## src/rtl/stage_id_pipe.sv

```systemverilog
// stage_id_pipe: instruction-decode stage with an internal register file,
// load-use / writeback-collision hazard detection, immediate extension, an
// ID/EX pipeline register and a RUN/HALTED state machine.
// Optional feature macro: STAGE_ID_BYPASS_EN (same-cycle writeback bypass).
//
// Control bundle produced by control_unit (bit positions):
//   [1:0] extender mode  [2] halt       [3] reg_write  [4] mem_read
//   [5]   mem_write      [6] alu_src    [7] reg_dst    [8] branch
//   [15:10] funct (R-type only); bits above 15 read as 0.

module control_unit #(
    parameter int CTRL_W = 16
) (
    input  logic [5:0]        opcode,
    input  logic [5:0]        funct,
    output logic [CTRL_W-1:0] ctrl
);
    localparam logic [15:0] EXT_ZERO    = 16'h0000;
    localparam logic [15:0] EXT_SIGN    = 16'h0001;
    localparam logic [15:0] EXT_UPPER   = 16'h0002;
    localparam logic [15:0] EXT_ZERO_B  = 16'h0003;
    localparam logic [15:0] F_HALT      = 16'h0004;
    localparam logic [15:0] F_REG_WRITE = 16'h0008;
    localparam logic [15:0] F_MEM_READ  = 16'h0010;
    localparam logic [15:0] F_MEM_WRITE = 16'h0020;
    localparam logic [15:0] F_ALU_SRC   = 16'h0040;
    localparam logic [15:0] F_REG_DST   = 16'h0080;
    localparam logic [15:0] F_BRANCH    = 16'h0100;

    logic [15:0] bundle;

    // Decode the opcode (and funct for R-type) into the control bundle
    always_comb begin
        // NOTE: a default assignment first means every path drives the signal, so no latch is inferred.
        bundle = '0;
        case (opcode)
            6'h00:   bundle = {funct, 10'b0} | F_REG_WRITE | F_REG_DST;                // R-type
            6'h08:   bundle = EXT_SIGN   | F_REG_WRITE | F_ALU_SRC;                   // addi
            6'h0B:   bundle = EXT_ZERO_B | F_REG_WRITE | F_ALU_SRC;                   // sltiu
            6'h0C,
            6'h0D:   bundle = EXT_ZERO   | F_REG_WRITE | F_ALU_SRC;                   // andi, ori
            6'h0F:   bundle = EXT_UPPER  | F_REG_WRITE | F_ALU_SRC;                   // lui
            6'h23:   bundle = EXT_SIGN   | F_REG_WRITE | F_MEM_READ | F_ALU_SRC;      // lw
            6'h2B:   bundle = EXT_SIGN   | F_MEM_WRITE | F_ALU_SRC;                   // sw
            6'h04:   bundle = EXT_SIGN   | F_BRANCH;                                  // beq
            6'h3F:   bundle = F_HALT;                                                 // halt
            default: bundle = '0;
        endcase
    end

    assign ctrl = CTRL_W'(bundle);
endmodule

module stage_id_pipe #(
    parameter int WORD_W = 32,
    parameter int REG_AW = 5,
    parameter int CTRL_W = 16
) (
    input  logic              CLK,
    input  logic              nRST,
    input  logic              ifid_valid,
    input  logic [31:0]       ifid_instr,
    input  logic [WORD_W-1:0] ifid_npc,
    output logic              ifid_ready,
    input  logic              ex_ready,
    input  logic              flush,
    input  logic              ex_memread,
    input  logic [REG_AW-1:0] ex_rd,
    input  logic              wb_wen,
    input  logic [REG_AW-1:0] wb_wsel,
    input  logic [WORD_W-1:0] wb_wdat,
    input  logic              wb_jal,
    input  logic [WORD_W-1:0] wb_npc,
    output logic              idex_valid,
    output logic [31:0]       idex_instr,
    output logic [WORD_W-1:0] idex_npc,
    output logic [WORD_W-1:0] idex_rdat1,
    output logic [WORD_W-1:0] idex_rdat2,
    output logic [WORD_W-1:0] idex_imm,
    output logic [CTRL_W-1:0] idex_ctrl,
    output logic              halted,
    output logic [15:0]       stall_cnt
);
    localparam int NREGS = 2 ** REG_AW;

    typedef enum logic {RUN = 1'b0, HALTED = 1'b1} state_e;

    state_e state_q, state_d;

    logic [REG_AW-1:0] rs, rt;
    logic [CTRL_W-1:0] ctrl_dec;
    logic [15:0]       imm16;
    logic [WORD_W-1:0] imm_ext;
    logic [WORD_W-1:0] rdat1, rdat2;
    logic              wr_en;
    logic [WORD_W-1:0] wr_data;
    logic              load_use, collide, accept;

    logic [WORD_W-1:0] regs_q [NREGS];
    logic [WORD_W-1:0] regs_d [NREGS];

    logic              idex_valid_q, idex_valid_d;
    logic [31:0]       idex_instr_q, idex_instr_d;
    logic [WORD_W-1:0] idex_npc_q, idex_npc_d;
    logic [WORD_W-1:0] idex_rdat1_q, idex_rdat1_d;
    logic [WORD_W-1:0] idex_rdat2_q, idex_rdat2_d;
    logic [WORD_W-1:0] idex_imm_q, idex_imm_d;
    logic [CTRL_W-1:0] idex_ctrl_q, idex_ctrl_d;
    logic [15:0]       stall_cnt_q, stall_cnt_d;

    assign rs    = ifid_instr[21 +: REG_AW];
    assign rt    = ifid_instr[16 +: REG_AW];
    assign imm16 = ifid_instr[15:0];

    control_unit #(.CTRL_W(CTRL_W)) u_ctrl (
        .opcode (ifid_instr[31:26]),
        .funct  (ifid_instr[5:0]),
        .ctrl   (ctrl_dec)
    );

    // Writeback port: register 0 is never written, jal writes the return address
    assign wr_en   = wb_wen & (wb_wsel != '0);
    assign wr_data = wb_jal ? wb_npc : wb_wdat;

    // Register file next-state: copy, then overlay the writeback word
    always_comb begin
        for (int i = 0; i < NREGS; i++) regs_d[i] = regs_q[i];
        if (wr_en) regs_d[wb_wsel] = wr_data;
    end

    // Register file storage, cleared by reset
    always_ff @(posedge CLK or negedge nRST) begin
        // NOTE: the array is reset on purpose so r1..rN read 0 after reset; this forces flops rather than RAM.
        if (!nRST) begin
            for (int i = 0; i < NREGS; i++) regs_q[i] <= '0;
        end else begin
            for (int i = 0; i < NREGS; i++) regs_q[i] <= regs_d[i];
        end
    end

    // Operand read, optionally forwarding a coincident writeback
    always_comb begin
        rdat1 = regs_q[rs];
        rdat2 = regs_q[rt];
`ifdef STAGE_ID_BYPASS_EN
        if (wr_en && (wb_wsel == rs)) rdat1 = wr_data;
        if (wr_en && (wb_wsel == rt)) rdat2 = wr_data;
`endif
        if (rs == '0) rdat1 = '0;
        if (rt == '0) rdat2 = '0;
    end

`ifdef STAGE_ID_BYPASS_EN
    assign collide = 1'b0;
`else
    // Without bypass a coincident write costs one bubble; the stored value is read next cycle
    assign collide = ifid_valid & wr_en & ((wb_wsel == rs) | (wb_wsel == rt));
`endif

    assign load_use = ifid_valid & ex_memread & (ex_rd != '0) & ((ex_rd == rs) | (ex_rd == rt));
    assign accept   = ex_ready & ~load_use & ~collide;

    // Immediate extension selected by ctrl[1:0]
    always_comb begin
        case (ctrl_dec[1:0])
            2'd1:    imm_ext = {{(WORD_W-16){imm16[15]}}, imm16};
            2'd2:    imm_ext = {imm16, {(WORD_W-16){1'b0}}};
            default: imm_ext = {{(WORD_W-16){1'b0}}, imm16};
        endcase
    end

    // FSM state register
    always_ff @(posedge CLK or negedge nRST) begin
        // NOTE: sequential state uses non-blocking assignments so every flop samples pre-edge values.
        if (!nRST) state_q <= RUN;
        else       state_q <= state_d;
    end

    // FSM next state: enter HALTED when a valid halt is actually loaded (flush wins)
    always_comb begin
        state_d = state_q;
        if ((state_q == RUN) && !flush && accept && ifid_valid && ctrl_dec[2]) state_d = HALTED;
    end

    // FSM outputs
    always_comb begin
        ifid_ready = 1'b0;
        halted     = 1'b0;
        case (state_q)
            RUN:     ifid_ready = flush | accept;
            HALTED:  halted = 1'b1;
            default: ifid_ready = 1'b0;
        endcase
    end

    // ID/EX next state: flush, then EX backpressure, then bubble, then load
    always_comb begin
        idex_valid_d = idex_valid_q;
        idex_instr_d = idex_instr_q;
        idex_npc_d   = idex_npc_q;
        idex_rdat1_d = idex_rdat1_q;
        idex_rdat2_d = idex_rdat2_q;
        idex_imm_d   = idex_imm_q;
        idex_ctrl_d  = idex_ctrl_q;
        if ((state_q == HALTED) || flush) begin
            idex_valid_d = 1'b0;
        end else if (ex_ready) begin
            if (load_use || collide) begin
                idex_valid_d = 1'b0;
            end else begin
                idex_valid_d = ifid_valid;
                idex_instr_d = ifid_instr;
                idex_npc_d   = ifid_npc;
                idex_rdat1_d = rdat1;
                idex_rdat2_d = rdat2;
                idex_imm_d   = imm_ext;
                idex_ctrl_d  = ctrl_dec;
            end
        end
    end

    // Saturating count of RUN cycles where a valid instruction was refused
    always_comb begin
        stall_cnt_d = stall_cnt_q;
        if ((state_q == RUN) && ifid_valid && !flush && !ifid_ready && (stall_cnt_q != 16'hFFFF))
            stall_cnt_d = stall_cnt_q + 16'd1;
    end

    // ID/EX register and stall counter
    always_ff @(posedge CLK or negedge nRST) begin
        if (!nRST) begin
            idex_valid_q <= 1'b0;
            idex_instr_q <= '0;
            idex_npc_q   <= '0;
            idex_rdat1_q <= '0;
            idex_rdat2_q <= '0;
            idex_imm_q   <= '0;
            idex_ctrl_q  <= '0;
            stall_cnt_q  <= '0;
        end else begin
            idex_valid_q <= idex_valid_d;
            idex_instr_q <= idex_instr_d;
            idex_npc_q   <= idex_npc_d;
            idex_rdat1_q <= idex_rdat1_d;
            idex_rdat2_q <= idex_rdat2_d;
            idex_imm_q   <= idex_imm_d;
            idex_ctrl_q  <= idex_ctrl_d;
            stall_cnt_q  <= stall_cnt_d;
        end
    end

    assign idex_valid = idex_valid_q;
    assign idex_instr = idex_instr_q;
    assign idex_npc   = idex_npc_q;
    assign idex_rdat1 = idex_rdat1_q;
    assign idex_rdat2 = idex_rdat2_q;
    assign idex_imm   = idex_imm_q;
    assign idex_ctrl  = idex_ctrl_q;
    assign stall_cnt  = stall_cnt_q;
endmodule

```

## config.mk

```make
export PLATFORM = sky130hd
export DESIGN_NAME = stage_id_pipe
export DESIGN_NICKNAME = d
export VERILOG_FILES = /design/src/rtl/stage_id_pipe.sv
export SDC_FILE = /design/constraint.sdc
export NUM_CORES = 2
export LEC_CHECK = 0
export CAP_MARGIN = 30
export CORE_ASPECT_RATIO = 1.5
export CORE_MARGIN = 2
export CORE_UTILIZATION = 40
export CTS_CLUSTER_SIZE = 24
export DETAILED_ROUTE_END_ITERATION = 8
export PLACE_DENSITY_LB_ADDON = 0.15
export REMOVE_ABC_BUFFERS = 1
export SLEW_MARGIN = 30
export SYNTH_ARGS = -nofsm -noshare
export SYNTH_HDL_FRONTEND = slang
export SYNTH_SLANG_ARGS = --single-unit
```

## constraint.sdc

```tcl
create_clock -name CLK -period 11.2 [get_ports CLK]
set_input_delay 3.36 -clock CLK [delete_from_list [all_inputs] [get_ports CLK]]
set_output_delay 3.36 -clock CLK [all_outputs]
set_load 0.005 [all_outputs]
```

==> out/metrics.cfg <==
[cts]
root_buffer = clkbuf_16
numCtsBuffers = 121
clockBufferDepth = 3
cts_resized = 0
clkSinkCount = 1217
ctsHtreeMaxLevel = 3
cts_setup_buffers = 0
clock_latency_ns = 0.76
clk_pin_slew_ns = 0.06
hold_buffers = 0
cts_tree = done

[die]
ios = 341
initial_core_util_pct = 40.1
die_y_um = 476
die-area_mm2 = 0.152
core_area_mm2 = 0.148
fp.dieW_um = 318
placementRows = 173

[run_status]
outcome = completed

[global_routing]
overflow = 0
grt.total_usage_pct = 26.5
grt_pass1_vias = 43500
grt_first_pass_wirelength_um = 297000
grt_max_degree = 159
antenna_found_initial = 3

[yosys]
ys.flop_type = dfrtp_1
avgSynthCellArea_um2 = 11.4
synth_area_mm2 = 0.0593
synth.distinct_cells = 47
ys_seq_elements = 1217
synth_top_area_share_pct = 51.3
netlist_instances = 5193
async_flop_share_pct = 100
synth_top_cell_by_area = dfrtp_1
synth-edff-count = 0
ys_seq_area_share_pct = 51.3
synth_warnings = 0
synth.area.top_cells = dfrtp_1 (51%), mux4_2 (19%), a21oi_1 (5.5%), o21ai_0 (4.1%), nand2_1 (3.8%)

[drt]
via_per_inst = 5.94
ant_nets = 0
vias = 43000
drc = 0
drt_iter0_drc = 4002
drtPass1Iterations = 5
wl_per_cell_um = 27.6
wirelength_um = 200000

[sta]
rsz0062_at_grt = false
setup-tns-final_ns = 0
fin_skew_ns = 0.0273
worstMarginPinSlew_ns = 1.01
drv_slew = 0
maxSlewHeadroom_pct = 32.8
setup_ws_ns = 1.30
timing.fmax_mhz = 101
period_needed_ns = 9.90
period_share_pct = 88.4
finalHoldViolations = 0
setup_violations = 0

[power_and_ir_drop]
ir_worst_vdd_mv = 0.130
comb_power_share_pct = 21.0
p_sw_w = 0.00374
p_int_w = 0.00930
leakage_nw = 28.3
sw_frac_of_total_pct = 28.7
p_total_w = 0.0130
power.density_mw_per_mm2 = 189
p_clk_share_pct = 33.3
p_seq_share_pct = 45.8

[placed_design]
place_ws_ns = 1.41
place_congestion = 0.787
dp_hpwl_um = 109000
portBuffers = 339

[worst_setup_path]
cpPeakStageDelay_ns = 0.84
cp_data_required_time_ns = 7.84
path_max_fanout = 10
cp_top_family = buffers and inverters
arrival_ns = 6.54
critPathBufInv = 2
crit_type = primary input to primary output
worstSetupStartpointType = primary input
crit_slowest_cell = nor3_1
critPathCaptureType = primary output
path_cells = clkdlybuf4s50_1 > nor3_1 > a21oi_1 > a221oi_4 > nor2_1 > nor2_1 > clkdlybuf4s50_1

[final_layout]
nets = 5355
areaGrowthSynthToFinish_pct = 16.0
nFillCells = 13500
drive_gt1_share_pct = 18.6

[flow_run]
maxCapViolCount = 0

[min_path]
hp-class = flip-flop to flip-flop

[state kept, by name, summed over array words and instances, names as in the netlist]
name and cells:
regs_q 1024, idex_rdat2 32, idex_npc 32, stall_cnt 16, idex_ctrl 15, idex_valid 1, idex_rdat1 32, state_q 1
idex_instr 32, idex_imm 32
[metrics by stage]
stage / hold WS, ns / std cells / util [%] / area, um2
3_5_place_dp: 0.382 / 7005 / 43.6 / 64500
3_3_place_gp: 0.376 / 7002 / 43.5 / 64300
6_report: 0.396 / 7238 / 46.6 / 68800
4_1_cts: 0.397 / 7232 / 46.5 / 68700
2_1_floorplan: 0.365 / 4627 / - / 57100
5_1_grt: 0.405 / 7237 / 46.6 / 68800
[cell usage in the layout, fill, tap and decap left out, types with 21 or more instances in the layout]
cell type           n
nor2_1            526
o2bb2ai_1          64
mux2i_2            32
xnor2_1            21
dfrtp_1          1217
a21oi_1           656
nand4_1            27
nand2_1           579
clkinv_2           31
clkbuf_8           30
o21ai_0           482
a22oi_1           257
mux4_2            512
a21bo_2            22
mux2_1             60
buf_6              24
clkbuf_16         123
buf_4              87
clkdlybuf4s50_1   329
mux2_2             30
[routing by layer]
metal	part of all wire, %	track usage (%)
met5	0	0
met4	3.8	10.2
met1	41	35.4
met3	7.3	4.85
met2	48	43.0
[worst paths after layout]
| kind | start | endpoint | slack [ns] | cells past startpoint |
|---|---|---|---|---|
| setup / recovery | wb_wsel[3] | ifid_ready | 1.30 | 7 |
| hold / removal | regs_q[1007]$_DFFE_PN0P_ | regs_q[1007]$_DFFE_PN0P_ | 0.40 | 0 |
| setup reg to reg | state_q$_DFFE_PN0P_ | stall_cnt[1]$_DFFE_PN0P_ | 8.67 | 6 |
| hold reg to reg | regs_q[1007]$_DFFE_PN0P_ | regs_q[1007]$_DFFE_PN0P_ | 0.40 | 0 |
| max in group asynchronous | nRST | regs_q[202]$_DFFE_PN0P_ | 6.38 | 4 |
| min in group asynchronous | nRST | regs_q[888]$_DFFE_PN0P_ | 2.63 | 1 |
[cells in the mapped netlist (8+ instances only)]
master and n:
nand4_1 27, buf_1 29, clkbuf_1 463, a21oi_1 656
buf_2 66, dfrtp_1 1217, o21ai_0 482, xnor2_1 21
o2bb2ai_1 64, nor2_1 548, a22oi_1 257, xor2_1 14
mux2_1 60, nand3_1 12, nor2b_1 9, nor3b_1 8
mux2_2 30, nor3_1 18, a21bo_2 22, mux4_2 512
nand2_1 594, mux2i_1 32
[power groups by stage]
stage	Sequential [W]	Clock, W	Combinational [W]
floorplan	0.00583	0	0.00175
global placement	0.00597	0	0.00268
detailed placement	0.00603	0	0.00274
CTS	0.00595	0.00443	0.00275
global route	0.00608	0.00460	0.00302
finish	0.00597	0.00434	0.00274
[cells by family (layout without fill, tap and decap cells)]
| logic type | after synthesis | count (layout) | share of synthesized area [%] |
|---|---|---|---|
| xor+xnor | 35 | 35 | 0.517 |
| flops | 1217 | 1217 | 51.3 |
| fa+ha+maj | 3 | 3 | 0.0633 |
| simple gates | 1243 | 1243 | 8.27 |
| buf+inv | 569 | 686 | 3.82 |
| compound gates | 1491 | 1491 | 14.3 |
| mux | 634 | 634 | 21.7 |
| other cells | 1 | 4 | 0.00632 |
[cell type report]
type,instances,area (um2),share of cell area [%]
Tap cell,1925,2410,3.50
Clock buffer,173,3570,5.18
Timing Repair Buffer,456,4560,6.62
Clock inverter,54,629,0.914
Antenna cell,3,7.51,0.0109
Multi-Input combinational cell,3407,27200,39.5
Inverter,3,11.3,0.0164
Sequential cell,1217,30500,44.2
[worst reg2reg max path, stage by stage (launching register included)]
cell     delay [ns]
dfrtp_1        0.45
nor2_2         0.28
buf_4          0.39
nand2_1        0.32
a21o_1         0.37
or2_2          0.34
mux2_2         0.27
Power figures use the tool's default switching activity.
